`config.mk`:
```
export PLATFORM = sky130hd
export DESIGN_NAME = tm1638_page_sched
export DESIGN_NICKNAME = d
export VERILOG_FILES = /design/src/rtl/tm1638_page_sched.sv
export SDC_FILE = /design/constraint.sdc
export NUM_CORES = 1
export LEC_CHECK = 0
export CORE_ASPECT_RATIO = 0.7
export CORE_MARGIN = 1.5
export CORE_UTILIZATION = 43
export CTS_BUF_LIST = sky130_fd_sc_hd__clkbuf_16
export CTS_CLUSTER_DIAMETER = 120
export DETAILED_ROUTE_END_ITERATION = 7
export PLACE_DENSITY = 0.83
export SYNTH_ARGS = -nofsm -noshare
export SYNTH_HDL_FRONTEND = slang
export SYNTH_SLANG_ARGS = --single-unit
```
`constraint.sdc`:
```
create_clock -name _50MHz_CLK -period 6 [get_ports _50MHz_CLK]
set_input_delay 0.9 -clock _50MHz_CLK [delete_from_list [all_inputs] [get_ports _50MHz_CLK]]
set_output_delay 0.9 -clock _50MHz_CLK [all_outputs]
set_load 0.02 [all_outputs]
```
`src/rtl/tm1638_page_sched.sv`:
```
// Page scheduler for the shared TM1638 panel: round-robin between two sources
// with a minimum on-screen hold, falling back to the default student-ID page.
module tm1638_page_sched #(
    parameter logic [31:0] DEFAULT_DIGITS = 32'h6619_1122,
    parameter logic [7:0]  DEFAULT_LED    = 8'h00,
    parameter int unsigned MIN_HOLD       = 4
) (
    input  logic        _50MHz_CLK,
    input  logic        RST,
    input  logic        tick_in,
    input  logic        req_a,
    input  logic        req_b,
    input  logic [31:0] dig_a,
    input  logic [31:0] dig_b,
    input  logic [7:0]  led_a,
    input  logic [7:0]  led_b,
    output logic        gnt_a,
    output logic        gnt_b,
    output logic [1:0]  page,
    output logic        page_chg,
    output logic [3:0]  seg0,
    output logic [3:0]  seg1,
    output logic [3:0]  seg2,
    output logic [3:0]  seg3,
    output logic [3:0]  seg4,
    output logic [3:0]  seg5,
    output logic [3:0]  seg6,
    output logic [3:0]  seg7,
    output logic [7:0]  led
);

    localparam int unsigned HOLD_W   = 8;
    localparam int unsigned DIGITS_W = 32;
    localparam int unsigned LED_W    = 8;
    localparam logic [HOLD_W-1:0] HOLD_MAX = HOLD_W'(MIN_HOLD);

    typedef enum logic [1:0] {
        ST_IDLE = 2'd0,
        ST_A    = 2'd1,
        ST_B    = 2'd2
    } state_t;

    state_t              r_state;
    state_t              w_next;
    logic                r_last_b;
    logic [HOLD_W-1:0]   r_hold;
    logic                w_expired;

    logic                r_sync1;
    logic                r_sync2;
    logic                r_tick_d;
    logic                w_tick;

    logic                r_chg;
    logic                r_gnt_a;
    logic                r_gnt_b;
    logic [1:0]          r_page;
    logic                r_page_chg;
    logic [DIGITS_W-1:0] r_digits;
    logic [LED_W-1:0]    r_led;

    logic                w_gnt_a;
    logic                w_gnt_b;
    logic [1:0]          w_page;
    logic                w_chg;
    logic [DIGITS_W-1:0] w_digits;
    logic [LED_W-1:0]    w_led;

    // Two-flop synchronizer plus rising-edge detect on the divided clock
    always_ff @(posedge _50MHz_CLK or posedge RST) begin
        if (RST) begin
            r_sync1  <= 1'b0;
            r_sync2  <= 1'b0;
            r_tick_d <= 1'b0;
        end else begin
            r_sync1  <= tick_in;
            r_sync2  <= r_sync1;
            r_tick_d <= r_sync2;
        end
    end

    assign w_tick    = r_sync2 & ~r_tick_d;
    assign w_expired = (r_hold == HOLD_MAX);

    // State register, round-robin memory and hold counter
    always_ff @(posedge _50MHz_CLK or posedge RST) begin
        if (RST) begin
            r_state  <= ST_IDLE;
            r_last_b <= 1'b1;
            r_hold   <= '0;
        end else begin
            r_state <= w_next;
            if (w_next != r_state) begin
                r_hold <= '0;
                if (w_next == ST_A) begin
                    r_last_b <= 1'b0;
                end else if (w_next == ST_B) begin
                    r_last_b <= 1'b1;
                end
            end else if ((r_state != ST_IDLE) && w_tick && !w_expired) begin
                r_hold <= r_hold + HOLD_W'(1);
            end
        end
    end

    // Next-state: drop-out first, then time-slice preemption
    always_comb begin
        w_next = r_state;
        case (r_state)
            ST_IDLE: begin
                if (req_a && req_b) begin
                    w_next = r_last_b ? ST_A : ST_B;
                end else if (req_a) begin
                    w_next = ST_A;
                end else if (req_b) begin
                    w_next = ST_B;
                end
            end
            ST_A: begin
                if (!req_a) begin
                    w_next = req_b ? ST_B : ST_IDLE;
                end else if (req_b && w_expired) begin
                    w_next = ST_B;
                end
            end
            ST_B: begin
                if (!req_b) begin
                    w_next = req_a ? ST_A : ST_IDLE;
                end else if (req_a && w_expired) begin
                    w_next = ST_A;
                end
            end
            default: begin
                w_next = ST_IDLE;
            end
        endcase
    end

    // Output decode from the next state so content and grant move together
    always_comb begin
        w_gnt_a  = 1'b0;
        w_gnt_b  = 1'b0;
        w_page   = 2'd0;
        w_digits = DEFAULT_DIGITS;
        w_led    = DEFAULT_LED;
        w_chg    = (w_next != r_state);
        case (w_next)
            ST_A: begin
                w_gnt_a  = 1'b1;
                w_page   = 2'd1;
                w_digits = dig_a;
                w_led    = led_a;
            end
            ST_B: begin
                w_gnt_b  = 1'b1;
                w_page   = 2'd2;
                w_digits = dig_b;
                w_led    = led_b;
            end
            default: begin
                w_page = 2'd0;
            end
        endcase
    end

    // Output register; page_chg trails the switch edge by one clock
    always_ff @(posedge _50MHz_CLK or posedge RST) begin
        if (RST) begin
            r_gnt_a    <= 1'b0;
            r_gnt_b    <= 1'b0;
            r_page     <= 2'd0;
            r_chg      <= 1'b0;
            r_page_chg <= 1'b0;
            r_digits   <= DEFAULT_DIGITS;
            r_led      <= DEFAULT_LED;
        end else begin
            r_gnt_a    <= w_gnt_a;
            r_gnt_b    <= w_gnt_b;
            r_page     <= w_page;
            r_chg      <= w_chg;
            r_page_chg <= r_chg;
            r_digits   <= w_digits;
            r_led      <= w_led;
        end
    end

    assign gnt_a    = r_gnt_a;
    assign gnt_b    = r_gnt_b;
    assign page     = r_page;
    assign page_chg = r_page_chg;
    assign led      = r_led;
    assign seg0     = r_digits[3:0];
    assign seg1     = r_digits[7:4];
    assign seg2     = r_digits[11:8];
    assign seg3     = r_digits[15:12];
    assign seg4     = r_digits[19:16];
    assign seg5     = r_digits[23:20];
    assign seg6     = r_digits[27:24];
    assign seg7     = r_digits[31:28];

endmodule

```
==> results of run 1 <==
## cells in the final DEF, fill, tap and decap left out, types with 6 or more instances in the layout
cell type	synthesis	layout
a221o_1	13	13
a22oi_1	29	29
clkbuf_16	0	9
dfstp_2	12	12
clkdlybuf4s50_1	0	129
dfrtp_1	47	47
ha_1	6	6
nor2_1	35	35
inv_1	8	8
## routing by layer
metal  part of all wire  vias up
met4              0.012        0
li1                   -     1044
met5                  0        -
met2               0.47      112
met1               0.42     1079
met3               0.10       10
## how the worst max path moves through the flow
stage | to | cells after the start | slack (ps) | start
6_report | led[4] | 9 | 2690 | r_hold[0]
5_1_grt | r_digits[6] | 9 | 2530 | r_hold[0]
4_1_cts | led[4] | 9 | 2700 | r_hold[0]
3_5_place_dp | r_digits[18] | 8 | 2490 | req_a
3_3_place_gp | r_digits[18] | 8 | 2670 | req_a
2_1_floorplan | r_digits[10] | 11 | 3340 | r_hold[0]
## where the power goes
part	total [W]	internal (W)	switching, W
registers	0.000507	0.000483	0.0000243
clock network	0.000525	0.000358	0.000167
logic	0.000433	0.000211	0.000222
## synthesized netlist by cell type, types with 2 or more instances
cell type	instances
nand2_1	2
a221o_1	13
o21ai_0	2
buf_1	2
a21oi_1	5
xnor2_1	3
a22oi_1	29
a31o_2	2
dfstp_2	12
mux2i_1	2
nand3_1	5
clkbuf_1	15
inv_1	8
or4_1	2
dfrtp_1	47
nand3b_1	2
nand4_1	2
nor4_1	2
ha_1	6
a31oi_1	2
nor2_1	35
a211oi_1	2
## per-stage QoR
step | cells | area, um^2 | hold WS [ps] | total power (W) | setup slack [ps]
2_1_floorplan | 218 | 2510 | 331 | 0.000740 | 3340
3_5_place_dp | 406 | 3840 | 335 | 0.000947 | 2490
4_1_cts | 422 | 4160 | 350 | 0.00148 | 2700
5_1_grt | 422 | 4160 | 365 | 0.00153 | 2530
6_report | 422 | 4160 | 347 | 0.00147 | 2690
3_3_place_gp | 406 | 3840 | 333 | 0.000939 | 2670
## area by class of cell
| type | instances | area [um^2] |
|---|---|---|
| Timing Repair Buffer | 132 | 1310 |
| Clock buffer | 9 | 225 |
| Tap cell | 75 | 93.8 |
| Fill cell | 412 | 1510 |
| Clock inverter | 7 | 85.1 |
| Multi-Input combinational cell | 132 | 916 |
| Inverter | 8 | 30.0 |
| Sequential cell | 59 | 1490 |
## worst reg2reg max path, stage by stage (launching register included)
cell and delay (ps):
dfrtp_1 430, inv_1 80, ha_1 170, nor4b_4 480, nand2_2 100, a221o_1 410
a221o_1 330, ha_1 710, buf_4 380, nor2_1 100
## sequential cells by signal, summed over array words and instances (netlist names)
| register | count |
|---|---|
| r_digits | 32 |
| led | 8 |
| r_hold | 8 |
| r_state | 2 |
| gnt_a | 1 |
| gnt_b | 1 |
| page | 1 |
| page_chg | 1 |
| r_chg | 1 |
| r_last_b | 1 |
| r_sync1 | 1 |
| r_sync2 | 1 |
| r_tick_d | 1 |
## cell families after synthesis
kind of cell	count (synthesis)
DFF	59
adders and majority gates	6
xor gates and xnor gates	4
AOI/OAI and AO/OA	61
and+or+nand+nor	59
muxes	2
buffers and inverters	27
==> flow_summary.ini, run 1 <==
[worst_setup_path]
end_kind = flop
crit_required_ps = 6190
max_stage_delay_ps = 710
crit_arrival_ps = 3500
crit_type = reg -> reg
crit_slowest_cell = ha_1
path_max_fanout = 22
rr_worst_depth = 9
regToRegStartpoint = r_hold[0]
crit_chain = inv_1 -> ha_1 -> nor4b_4 -> nand2_2 -> a221o_1 -> a221o_1 -> ha_1 -> buf_4 -> nor2_1
cp_num_buf_inv = 2
cpLargestDelayFamily = adder cells
r2r_slack_ps = 2690
cp-start-kind = flop
r2r-end = led[4]

[sta]
relSlewSlack = 0.276
setup_viol = 0
fmax_mhz = 302
min_period_over_period = 0.551
fin_tns_setup_ps = 0
tightest_slew_ps = 1090
finalClockSkew_ps = 7.37
final.min_clock_period_ps = 3310
hold_violations = 0
drv_slew = 0
rsz0062_at_grt = false

[min_path]
hold_class = reg -> reg
min_delay_worst_endpoint = page_chg
min_from = r_chg
hold_depth = 0

[yosys]
synth_ff_type = dfrtp_1
muxShareOfSynthArea = 0.00796
ys_warn_count = 0
synth_top_family_by_area = compound AO/OA/AOI/OAI gates
synth.area.top_cells = dfrtp_1 47%, dfstp_2 13%, a22oi_1 8.7%
synthCells = 218
synth_fp_nets = 309
synth_compound_gate_area_share = 0.192
synth_top_area_share = 0.468
synth-async-reset-ratio = 1.00
yosysSeqAreaShare = 0.593
synth.avg_cell_area_um2 = 11.5
ys_types = 40
synth_simple_gate_area_frac = 0.121
synth_fa_ha_area_frac = 0.0299
synth-seq-cells = 59
synth_xor_area_frac = 0.0139
synth_top_area_cell = dfrtp_1
synth_edf_count = 0
netlist_area_mm2 = 0.00251

[clock_network]
htree_levels = 3
root_buffer = clkbuf_16
post_cts_buffers = 0
hold_buffers = 0
cts_buffers = 9
post_cts_resized = 0
cts_tree = yes
clk-insertion-delay-late_ps = 320
clockBufferDepth = 2
cts_num_sinks = 59
clk_pin_slew_ps = 50

[detailed_routing]
drt-total-wl_um = 6490
routed_via_density = 5.32
drtAntennaViolNets = 0
drtIter0Drc = 52
wl_per_cell_um = 15.4
dr.pass1.iters = 4
vias = 2245
drc = 0

[global_routing]
grt_use_met1 = 0.261
grt_usage = 0.209
grt_pass1_vias = 2055
grt_util_met3 = 0.0925
grt_max_degree = 60
met2_usage = 0.323
global_route.peak_usage_layer = met2
grt_pass1_wl_um = 9870
antenna_found_initial = 0
overflow = 0

[floorplanning]
die_w_um = 94.4
row_count = 23
die-area_mm2 = 0.00632
io_pins = 130
die_height_um = 67.0
core_mm2 = 0.00567
start_util = 0.443

[outcome]
status = finished, final reports clean

[flow_run]
cap_violations = 0

[final_layout]
num-nets-final = 433
finish.utilization = 0.733
drive_gt1_frac = 0.110
diodes = 0
area.growth.synth_to_final_pct = 65.3

[pwr]
powerDensity_mw_per_mm2 = 353
p_leak_nw = 1.73
ir_drop_mv = 0.197

[placed_design]
hpwl_um = 4510
place.gp.congestion = 0.765
io_buffers = 129
No activity file was read; power rests on OpenSTA's default activity.
==> inputs of run 2 (changes only) <==
--- a/config.mk
+++ b/config.mk
@@ -7,11 +7,11 @@
 export LEC_CHECK = 0
 export CORE_ASPECT_RATIO = 0.7
 export CORE_MARGIN = 1.5
-export CORE_UTILIZATION = 43
+export CORE_UTILIZATION = 36
 export CTS_BUF_LIST = sky130_fd_sc_hd__clkbuf_16
 export CTS_CLUSTER_DIAMETER = 120
 export DETAILED_ROUTE_END_ITERATION = 7
-export PLACE_DENSITY = 0.83
+export PLACE_DENSITY = 0.74
 export SYNTH_ARGS = -nofsm -noshare
 export SYNTH_HDL_FRONTEND = slang
 export SYNTH_SLANG_ARGS = --single-unit
==> constraint.sdc (replaced) <==
create_clock -name _50MHz_CLK -period 2.91 [get_ports _50MHz_CLK]
set_input_delay 0.4365 -clock _50MHz_CLK [delete_from_list [all_inputs] [get_ports _50MHz_CLK]]
set_output_delay 0.4365 -clock _50MHz_CLK [all_outputs]
set_load 0.02 [all_outputs]
==> run 2 against run 1 <==
  * Combinational power is 120% higher
  * Non-clock buffer count is 9 higher
  * Clock skew hardly changed
  * Highest routed layer unchanged
  * Setup slack worse by 2500 ps
  * Sequential share of layout area is 0.78 points lower
  * Largest cell class unchanged
  * First-iteration DRC count is 120% higher
  * Die area is 19% higher
  * Clock power is 84% higher
  * Power is 100% higher
  * Critical endpoint is now r_last_b
  * Clock-buffer cell count is 1 higher
  * Cell count is 6.6% higher
==> flow_summary.ini, run 2 (synthesized netlist as in run 1, its figures left out) <==
[outcome]
status = finished, final reports clean

[final_layout]
final_cell_area_mm2 = 0.00425
largest_reg_flops = 32
final_common_cell = clkdlybuf4s50_1
fillers = 557
area.growth.synth_to_final_pct = 69.0
final_cell_mix = 129 x clkdlybuf4s50_1, 47 x dfrtp_1, 35 x nor2_1
multiInputGateArea_um2 = 922
top_register = r_digits
diodes = 0
num-nets-final = 442
drive_gt1_frac = 0.135
seq_area_mm2 = 0.00149

[sta]
fin_tns_setup_ps = 0
finalClockSkew_ps = 7.15
relSlewSlack = 0.483
fmax_mhz = 366
hold_violations = 0
rsz0062_at_grt = false
tightest_slew_ps = 771
whs_ps = 344
min_period_over_period = 0.938
setup_viol = 0
drv_slew = 0
final.min_clock_period_ps = 2730

[pwr]
p_leak_nw = 1.77
finalPower_w = 0.00295
ir_drop_mv = 0.330
powerDensity_mw_per_mm2 = 694

[placed_design]
place.gp.congestion = 0.856
place_area_mm2 = 0.00394
io_buffers = 129
hpwl_um = 4880

[clock_network]
clk-insertion-delay-late_ps = 320
clockBufferDepth = 2
root_buffer = clkbuf_16
clk_pin_slew_ps = 50
htree_levels = 3
hold_buffers = 0
cts_tree = yes
cts_buffers = 9
cts_num_sinks = 59

[worst_setup_path]
crit_required_ps = 3160
path_max_fanout = 5
cp-start-kind = flop
end_kind = flop
crit_arrival_ps = 2980
crit_type = reg -> reg

[global_routing]
grt_pass1_vias = 2068
grt_usage = 0.183
grt_max_degree = 36
overflow = 0
antenna_found_initial = 0
grt_pass1_wl_um = 10200

[floorplanning]
die_w_um = 103
start_util = 0.372
die_height_um = 72.9
die-area_mm2 = 0.00750
row_count = 25
io_pins = 130
core_mm2 = 0.00676

[detailed_routing]
drtAntennaViolNets = 0
drc = 0
routed_via_density = 5.05
drtIter0Drc = 115
wl_per_cell_um = 15.0
drt-total-wl_um = 6770
vias = 2271
dr.pass1.iters = 4

[flow_run]
cap_violations = 0

[min_path]
hold_class = reg -> reg
[run 2: changes by cell type in the layout (fill, tap and decap cells not counted), sizes merged]
cell | before | now
buf | 3 | 12
bufinv | 2 | 0
clkbuf | 9 | 10
clkinv | 3 | 4
[run 2: layer usage]
layer  wire length, um  track usage  vias up
li1                  -            -     1061
met1              2800        0.226     1096
met2              3240        0.289      109
met3               653       0.0795        5
met4                76       0.0631        0
met5                 0            0        -
[run 2: repair_timing]
item	4_1_cts	5_1_grt
gates resized for setup	0	1
setup buffers	0	3
endpoints found under the setup margin	0	41
[run 2: worst max-delay path: stages (launching register included)]
cell and delay [ps]:
dfrtp_1 420, inv_1 80, ha_1 180, nor4b_4 140, buf_4 150, and3_2 180, a221o_1 290, a221o_1 330
ha_1 380, a211oi_1 290, mux2i_1 230
[run 2: power breakdown]
| group | total [W] | switching (W) | internal [W] |
|---|---|---|---|
| Combinational | 0.000938 | 0.000468 | 0.000471 |
| Clock | 0.000965 | 0.000350 | 0.000615 |
| Sequential | 0.00104 | 0.0000485 | 0.000995 |
[run 2: layout make-up]
cell class,count,share of cell area
timing repair buffer,141,0.331
inverter,8,0.00707
multi-input combinational,132,0.217
tap,94,0.0277
sequential,59,0.351
clock buffer,10,0.0589
clock inverter,6,0.00707
[run 2: final timing paths]
kind / start / to / slack [ps] / cells after the start
worst max-delay path: r_hold[1] / r_last_b / 180 / 10
worst min-delay path: r_sync1 / r_sync2 / 340 / 0
worst max register to register: r_hold[1] / r_last_b / 180 / 10
worst min register to register: r_sync1 / r_sync2 / 340 / 0
max in group asynchronous: RST / r_digits[8] / 1780 / 3
min in group asynchronous: RST / r_sync2 / 440 / 2
[run 2: metrics by stage]
step / worst slack [ps] / utilization / instances
2_1_floorplan: 253 / - / 218
3_5_place_dp: 116 / 0.583 / 431
4_1_cts: 83.7 / 0.624 / 447
5_1_grt: 32.8 / 0.629 / 450
3_3_place_gp: 243 / 0.583 / 431
6_report: 180 / 0.629 / 450
